File: config.mk
export PLATFORM = sky130hd
export DESIGN_NAME = seg7_scan_driver
export DESIGN_NICKNAME = d
export VERILOG_FILES = /design/src/rtl/seg7_scan_driver.sv
export SDC_FILE = /design/constraint.sdc
export NUM_CORES = 1
export LEC_CHECK = 0
export ABC_AREA = 1
export CORE_AREA = 2 2 113 60
export DETAILED_ROUTE_END_ITERATION = 7
export DIE_AREA = 0 0 115 62
export PLACE_DENSITY = 0.74
export SLEW_MARGIN = 20
export SYNTH_ARGS = -nofsm -noshare
export SYNTH_HDL_FRONTEND = slang
export SYNTH_SLANG_ARGS = --single-unit
File: constraint.sdc
create_clock -name clk -period 1.9 [get_ports clk]
set_input_delay 0.38 -clock clk [delete_from_list [all_inputs] [get_ports clk]]
set_output_delay 0.38 -clock clk [all_outputs]
set_load 0.05 [all_outputs]
File: src/rtl/seg7_scan_driver.sv
// Multiplexed N-digit 7-segment display driver.
// Latches a hex value and decimal points on a load strobe and scans the
// digits onto one shared segment bus. Each digit slot opens with one dead
// cycle to suppress ghosting. Leading zeros can be blanked, and the segment
// and digit polarities are selectable. All outputs are registered.
module seg7_scan_driver #(
    parameter int DIGITS         = 4,
    parameter int SCAN_DIV       = 50000,
    parameter int LZ_BLANK       = 1,
    parameter int SEG_ACTIVE_LOW = 0,
    parameter int DIG_ACTIVE_LOW = 0
) (
    input  logic                  clk,
    input  logic                  rst,
    input  logic                  load,
    input  logic [4*DIGITS-1:0]   value,
    input  logic [DIGITS-1:0]     dp_in,
    output logic [6:0]            seg,
    output logic                  dp,
    output logic [DIGITS-1:0]     dig,
    output logic                  frame_tick
);

    localparam int PW = (SCAN_DIV > 1) ? $clog2(SCAN_DIV) : 1;
    localparam int IW = (DIGITS > 1) ? $clog2(DIGITS) : 1;

    localparam logic [PW-1:0]     PRESC_LAST = PW'(SCAN_DIV - 1);
    localparam logic [IW-1:0]     IDX_LAST   = IW'(DIGITS - 1);
    localparam logic              SEG_INV    = (SEG_ACTIVE_LOW != 0);
    localparam logic              DIG_INV    = (DIG_ACTIVE_LOW != 0);
    localparam logic [6:0]        SEG_OFF    = {7{SEG_INV}};
    localparam logic              DP_OFF     = SEG_INV;
    localparam logic [DIGITS-1:0] DIG_OFF    = {DIGITS{DIG_INV}};

    // Scan position
    logic [PW-1:0]       presc_q, presc_d;
    logic [IW-1:0]       idx_q, idx_d;

    // Shadow copy of the displayed value
    logic [4*DIGITS-1:0] val_sh_q, val_sh_d;
    logic [DIGITS-1:0]   dp_sh_q, dp_sh_d;

    // Registered (physical polarity) outputs
    logic [6:0]          seg_q, seg_d;
    logic                dp_q, dp_d;
    logic [DIGITS-1:0]   dig_q, dig_d;
    logic                frame_tick_q, frame_tick_d;

    // Per-digit nibble view of the shadow, and whether each digit shows anything
    logic [3:0]          nib [DIGITS];
    logic [DIGITS-1:0]   digit_lit;

    genvar gi;
    generate
        for (gi = 0; gi < DIGITS; gi++) begin : g_digit
            assign nib[gi]       = val_sh_q[4*gi +: 4];
            assign digit_lit[gi] = (val_sh_q[4*gi +: 4] != 4'h0) | dp_sh_q[gi];
        end
    endgenerate

    // Hex to active-high {g,f,e,d,c,b,a}
    function automatic logic [6:0] glyph(input logic [3:0] h);
        logic [6:0] s;
        s = 7'b0000000;
        case (h)
            4'h0: s = 7'b0111111;
            4'h1: s = 7'b0000110;
            4'h2: s = 7'b1011011;
            4'h3: s = 7'b1001111;
            4'h4: s = 7'b1100110;
            4'h5: s = 7'b1101101;
            4'h6: s = 7'b1111101;
            4'h7: s = 7'b0000111;
            4'h8: s = 7'b1111111;
            4'h9: s = 7'b1101111;
            4'hA: s = 7'b1110111;
            4'hB: s = 7'b1111100;
            4'hC: s = 7'b0111001;
            4'hD: s = 7'b1011110;
            4'hE: s = 7'b1111001;
            4'hF: s = 7'b1110001;
            default: s = 7'b0000000;
        endcase
        return s;
    endfunction

    // Next-state: prescaler/digit advance, shadow capture, output decode
    always_comb begin
        logic       upper_lit;
        logic       blank;
        logic [6:0] seg_log;
        logic       dp_log;
        logic [DIGITS-1:0] dig_log;

        presc_d  = presc_q + 1'b1;
        idx_d    = idx_q;
        val_sh_d = val_sh_q;
        dp_sh_d  = dp_sh_q;
        upper_lit = 1'b0;
        blank     = 1'b0;
        seg_log   = 7'b0000000;
        dp_log    = 1'b0;
        dig_log   = '0;

        if (presc_q == PRESC_LAST) begin
            presc_d = '0;
            idx_d   = (idx_q == IDX_LAST) ? '0 : idx_q + 1'b1;
        end

        if (load) begin
            val_sh_d = value;
            dp_sh_d  = dp_in;
        end

        // A digit is a leading zero when it and every digit to its left are
        // unlit; digit 0 always shows so that zero reads as "0".
        for (int j = 0; j < DIGITS; j++) begin
            if (j >= int'(idx_q) && digit_lit[j]) begin
                upper_lit = 1'b1;
            end
        end
        blank = (LZ_BLANK != 0) && (idx_q != '0) && !upper_lit;

        // First cycle of each slot is dead: no digit driven, segments dark
        if (presc_q != '0) begin
            dig_log = DIGITS'(1) << idx_q;
            if (!blank) begin
                seg_log = glyph(nib[idx_q]);
                dp_log  = dp_sh_q[idx_q];
            end
        end

        seg_d        = seg_log ^ SEG_OFF;
        dp_d         = dp_log ^ DP_OFF;
        dig_d        = dig_log ^ DIG_OFF;
        frame_tick_d = (presc_q == PRESC_LAST) && (idx_q == IDX_LAST);
    end

    // Scan counters: restart at digit 0 on reset
    always_ff @(posedge clk) begin
        if (rst) begin
            presc_q <= '0;
            idx_q   <= '0;
        end else begin
            presc_q <= presc_d;
            idx_q   <= idx_d;
        end
    end

    // Shadow registers: reset wins over load
    always_ff @(posedge clk) begin
        if (rst) begin
            val_sh_q <= '0;
            dp_sh_q  <= '0;
        end else begin
            val_sh_q <= val_sh_d;
            dp_sh_q  <= dp_sh_d;
        end
    end

    // Output registers: inactive levels during reset
    always_ff @(posedge clk) begin
        if (rst) begin
            seg_q        <= SEG_OFF;
            dp_q         <= DP_OFF;
            dig_q        <= DIG_OFF;
            frame_tick_q <= 1'b0;
        end else begin
            seg_q        <= seg_d;
            dp_q         <= dp_d;
            dig_q        <= dig_d;
            frame_tick_q <= frame_tick_d;
        end
    end

    assign seg        = seg_q;
    assign dp         = dp_q;
    assign dig        = dig_q;
    assign frame_tick = frame_tick_q;

endmodule

==> flow_summary.yaml, run 1 <==
status:
  status: "complete, no violations"
finish:
  layout-drive-gt1-share_pct: 8.57
  multi_input_area_um2: 1320
  area_delta_synth_final_pct: 23.3
  fin_util_pct: 49.3
  antennaDiodeCount: 0
  final_cell_area_um2: 3110
  layout.nets: 420
  fillers: 626
  seq_area_um2: 1020
floorplan:
  die_h_um: 62
  ios: 36
  rows: 21
  initial_core_util_pct: 40.0
  die_area_um2: 7130
  die_width_um: 115
  core-area_um2: 6310
yosys:
  synthCells: 346
  yosys-top-cells-area: "dfxtp_1 40%, nor2_1 10%, nand2_1 8.6%, ha_1 6.4%, nand3_1 6.2%"
  yosysTopAreaCellShare_pct: 40.5
  synth_area_leader_cell: "dfxtp_1"
  ys_warn_count: 0
  yosys-top-cells-count: "67 x nor2_1, 58 x nand2_1, 51 x dfxtp_1, 31 x nand3_1, 27 x inv_1"
  dominantRegCellSynth: "dfxtp_1"
  synth-async-reset-ratio_pct: 0
  yosysUniqueCellTypes: 30
  synth_area_um2: 2520
  seq_area_frac_synth_pct: 40.5
  synth_nets: 382
  ys_ff_latch: 51
  synth_edf_count: 0
  yosysMostFrequentCell: "nor2_1"
  synth.avg_cell_area_um2: 7.29
clock_network:
  cts_resized: 0
  clock_path_buffers: 2
  clock_sinks: 51
  cts_max_level: 2
  cts_hold_buffers: 0
  numCtsBuffers: 5
  clkTransAtPathRegs_ps: 60
  cts_setup_buffers: 0
  clock-root-buffer: "clkbuf_16"
  clkLatencyLatePin_ps: 290
  tritoncts: "yes"
job:
  maxCapViolations: 0
sta:
  finalWorstSetupSlack_ps: 115
  relSlewSlack_pct: 51.1
  tightest_slew_ps: 732
  finClkSkew_ps: 5.34
  fmax_ghz: 0.560
  post-route-period-util_pct: 93.9
  fin_crit_ps: 1780
  hold_viol: 0
  tns_ps: 0
  drv_slew: 0
  rsz0062_at_grt: "false"
  setup_viol: 0
setup_path:
  worstPathMaxFanout: 1
  crit_required_ps: 1520
  start_kind: "flip-flop"
  arrival_ps: 1400
  max_stage_delay_ps: 810
  cp_slowest_cell: "clkdlybuf4s50_1"
  crit_family: "buffers and inverters"
  critPathBufInv: 1
  path_cells: "clkdlybuf4s50_1"
  crit_path_end_kind: "output pin"
  worst-setup-path-type: "flip-flop to output pin"
route:
  vias: 2304
  drt_iter0_markers: 231
  totalWireLength_mm: 6.11
  drt_pre_antenna_iters: 5
  ant_nets: 0
  post_drt_wl_per_cell_um: 13.1
  viasPerCell: 4.95
  drc: 0
power:
  p_leak_nw: 1.27
  switching_share_pct: 25.4
  p_clk_share_pct: 38.5
  p_int_mw: 1.82
  combPwrFrac_pct: 14.2
  total_power_mw: 2.44
  cellPowerDensity_nw_per_um2: 783
  switchingPower_mw: 0.618
  power_frac_seq_pct: 47.3
  vdd_drop_max_v: 0.000332
global_routing:
  grt_max_degree: 27
  grt_pass1_wl_mm: 9.92
  gr-total-overflow: 0
  antenna_found_initial: 0
  grt_pass1_vias: 2015
  grtUsageTotal_pct: 18.2
placed_design:
  gp_congestion: 0.939
  dp_hpwl_mm: 4.68
  placed_cell_area_um2: 2950
  pre_cts_ws_ps: 55.4
  port_buffers: 35
worst_hold_path:
  hp-class: "flip-flop to flip-flop"
==> cell type report <==
class | instances | area share [%]
Tap cell | 80 | 3.22
Timing Repair Buffer | 41 | 12.7
Clock buffer | 8 | 5.03
Multi-Input combinational cell | 256 | 42.5
Sequential cell | 51 | 32.9
Inverter | 29 | 3.58
==> power by group through the flow <==
stage / registers, mW / clock network [mW] / logic (mW)
final: 1.15 / 0.939 / 0.346
after detailed placement: 1.18 / 0 / 0.342
after floorplan: 1.23 / 0 / 0.157
after CTS: 1.15 / 0.959 / 0.345
after global placement: 1.18 / 0 / 0.337
after global routing: 1.16 / 1.01 / 0.386
==> kinds of logic (layout without fill, tap and decap cells) <==
group	Yosys count	count (layout)	synth area share (%)
AND/OR/NAND/NOR	186	186	33.4
AO/OA/AOI/OAI	52	52	10.8
flip-flops	51	51	40.5
XOR/XNOR	5	5	1.74
adder cells (fa/ha/maj)	13	13	6.45
buffers and inverters	39	78	7.09
==> flip-flops by register name, summed over array words and instances, names as in the netlist <==
| signal | count |
|---|---|
| val_sh_q | 16 |
| presc_q | 16 |
| dig | 4 |
| frame_tick | 1 |
| dp | 1 |
| dp_sh_q | 4 |
| seg | 7 |
| idx_q | 2 |
==> cells in the final DEF (no fill, tap or decap), types with 6 or more instances in the layout <==
cell type / n
clkdlybuf4s50_1: 35
dfxtp_1: 50
a21oi_1: 23
buf_4: 6
ha_1: 13
o21ai_0: 25
nand2_2: 6
inv_1: 27
nand3_1: 31
nor2_1: 67
nand2_1: 58
==> path summary, 6_finish.rpt <==
path	startpoint	to	slack, ps	cells past startpoint
max reg2reg	idx_q[0]	seg[6]	260	9
max	dp	dp	120	1
min reg2reg	presc_q[0]	presc_q[0]	470	1
min	presc_q[0]	presc_q[0]	470	1
==> metrics by stage <==
step | cells | hold WS, ps
2_1_floorplan | 346 | 430
3_3_place_gp | 457 | 438
3_5_place_dp | 457 | 456
4_1_cts | 465 | 471
5_1_grt | 465 | 496
6_report | 465 | 472
==> per-layer routing <==
metal | routed length, um | track usage, % | part of all wire (%)
met3 | 625 | 4.46 | 10
met1 | 3390 | 29.9 | 55
met5 | 0 | 0 | 0
met2 | 2060 | 22.7 | 34
met4 | 40 | 3.79 | 0.65
(Power assumes the default switching activity.)
==> inputs of run 2 (changes only) <==
Settings changed: SKIP_LAST_GASP set to 1.
==> results of run 2 <==
Same layout as run 1: the final DEF is identical, and so are final timing and power.
==> inputs of run 3 (changes only) <==
Settings changed: CTS_CLUSTER_SIZE set to 24.
Clock period 1.9 ns to 2.05 ns, I/O delays scaled along.
==> flow_summary.yaml, run 3 (synthesis results as in run 1) <==
setup_path:
  max_stage_delay_ps: 450
  r2r_cells: 9
  r2r_start: "idx_q[0]"
  cpMostUsedCell: "nand3_1"
  reg2reg_to: "seg[3]"
  cp_slowest_cell: "dfxtp_2"
  path_cells: "buf_4 > nand2_1 > nand3_1 > nand2_1 > inv_1 > ha_1 > nand3_1 > nand3_1 > a21oi_2"
  worst-setup-path-type: "flip-flop to flip-flop"
  arrival_ps: 1990
  r2r_setup_slack_ps: 230
  crit_required_ps: 2230
  worstPathMaxFanout: 12
  start_kind: "flip-flop"
  crit_path_end_kind: "flip-flop"
worst_hold_path:
  hold_path_end: "dp_sh_q[1]"
  hp-start: "dp_sh_q[1]"
  hp-class: "flip-flop to flip-flop"
  whs_path_depth: 2
finish:
  layout-drive-gt1-share_pct: 8.36
  layout.nets: 418
  fin_util_pct: 49.2
  fin_cells: 463
  antennaDiodeCount: 0
  final_cell_area_um2: 3110
  mostFrequentLayoutCell: "nor2_1"
  layout_common_cells: "67 x nor2_1, 58 x nand2_1, 50 x dfxtp_1"
  area_delta_synth_final_pct: 23.1
placed_design:
  gp_congestion: 0.920
  port_buffers: 35
  dp_hpwl_mm: 4.66
  dp_cells: 455
  placed_cell_area_um2: 2940
sta:
  hold_viol: 0
  tightest_slew_ps: 762
  setup_viol: 0
  relSlewSlack_pct: 49.1
  drv_slew: 0
  finClkSkew_ps: 8.07
  tns_ps: 0
  fin_crit_ps: 1820
  fmax_ghz: 0.550
  rsz0062_at_grt: "false"
  post-route-period-util_pct: 88.7
global_routing:
  antenna_found_initial: 0
  gr-total-overflow: 0
  grt_max_degree: 27
  grt_pass1_vias: 1964
  grtUsageTotal_pct: 17.7
  grt_pass1_wl_mm: 9.72
clock_network:
  clkLatencyLatePin_ps: 290
  cts_max_level: 2
  clock-root-buffer: "clkbuf_16"
  numCtsBuffers: 5
  tritoncts: "yes"
  clock_path_buffers: 2
  clkTransAtPathRegs_ps: 70
  clock_sinks: 51
  cts_hold_buffers: 0
route:
  drt_pre_antenna_iters: 5
  drc: 0
  viasPerCell: 5.09
  drt_iter0_markers: 244
  post_drt_wl_per_cell_um: 13.4
  totalWireLength_mm: 6.18
  ant_nets: 0
  vias: 2356
status:
  status: "complete, no violations"
power:
  vdd_drop_max_v: 0.000325
  cellPowerDensity_nw_per_um2: 750
  total_power_mw: 2.33
  p_leak_nw: 1.26
floorplan:
  die_h_um: 62
  rows: 21
  die_width_um: 115
  core-area_um2: 6310
  ios: 36
  initial_core_util_pct: 40.0
  die_area_um2: 7130
job:
  maxCapViolations: 0
[run 3: changes by cell type in the layout (fill, tap and decap cells not counted), sizes merged]
cell and delta:
clkbuf -3, buf -2, clkinv +2, bufinv +1
[run 3: worst max-delay path, delay by kind of cell (launching register included)]
family / cells / cell delay, ps
adders and majority gates: 1 / 200
and+or+nand+nor: 5 / 600
AOI/OAI and AO/OA: 1 / 60
DFF: 1 / 450
buffers and inverters: 2 / 400
[run 3: area by class of cell]
cell class	count	area (um^2)
clock buffer	5	125
clock inverter	3	43.8
fill	607	3200
inverter	29	111
multi-input combinational	256	1320
sequential	51	1020
tap	80	100
timing repair buffer	39	380
[run 3: per-layer routing]
layer	share of wire, %	GRT usage [%]	vias to the layer above
li1	-	-	1191
met1	55	29.5	1049
met2	36	21.5	112
met3	8.8	3.78	4
met4	0.71	4.48	0
met5	0	0	-
[run 3: how the worst max path moves through the flow]
| stage | from | endpoint |
|---|---|---|
| floorplan | idx_q[0] | seg[3] |
| global placement | idx_q[0] | seg[3] |
| detailed placement | idx_q[0] | seg[3] |
| CTS | idx_q[0] | seg[3] |
| global route | idx_q[0] | seg[3] |
| finish | idx_q[0] | seg[3] |
[run 3: where the power goes]
part           internal (mW)  switching, mW  total (mW)
Sequential              1.04         0.0283        1.07
Clock                  0.576          0.362       0.937
Combinational          0.127          0.197       0.324
[run 3: through the flow]
| stage | setup WS (ps) | hold slack [ps] |
|---|---|---|
| after floorplan | 433 | 430 |
| after global placement | 287 | 445 |
| after detailed placement | 169 | 466 |
| after CTS | 144 | 479 |
| after global routing | 105 | 494 |
| final | 232 | 480 |
[run 3: repair_timing]
action,CTS,global route
gates resized for setup,0,1
setup buffers,0,0
endpoints found under the setup margin,0,3
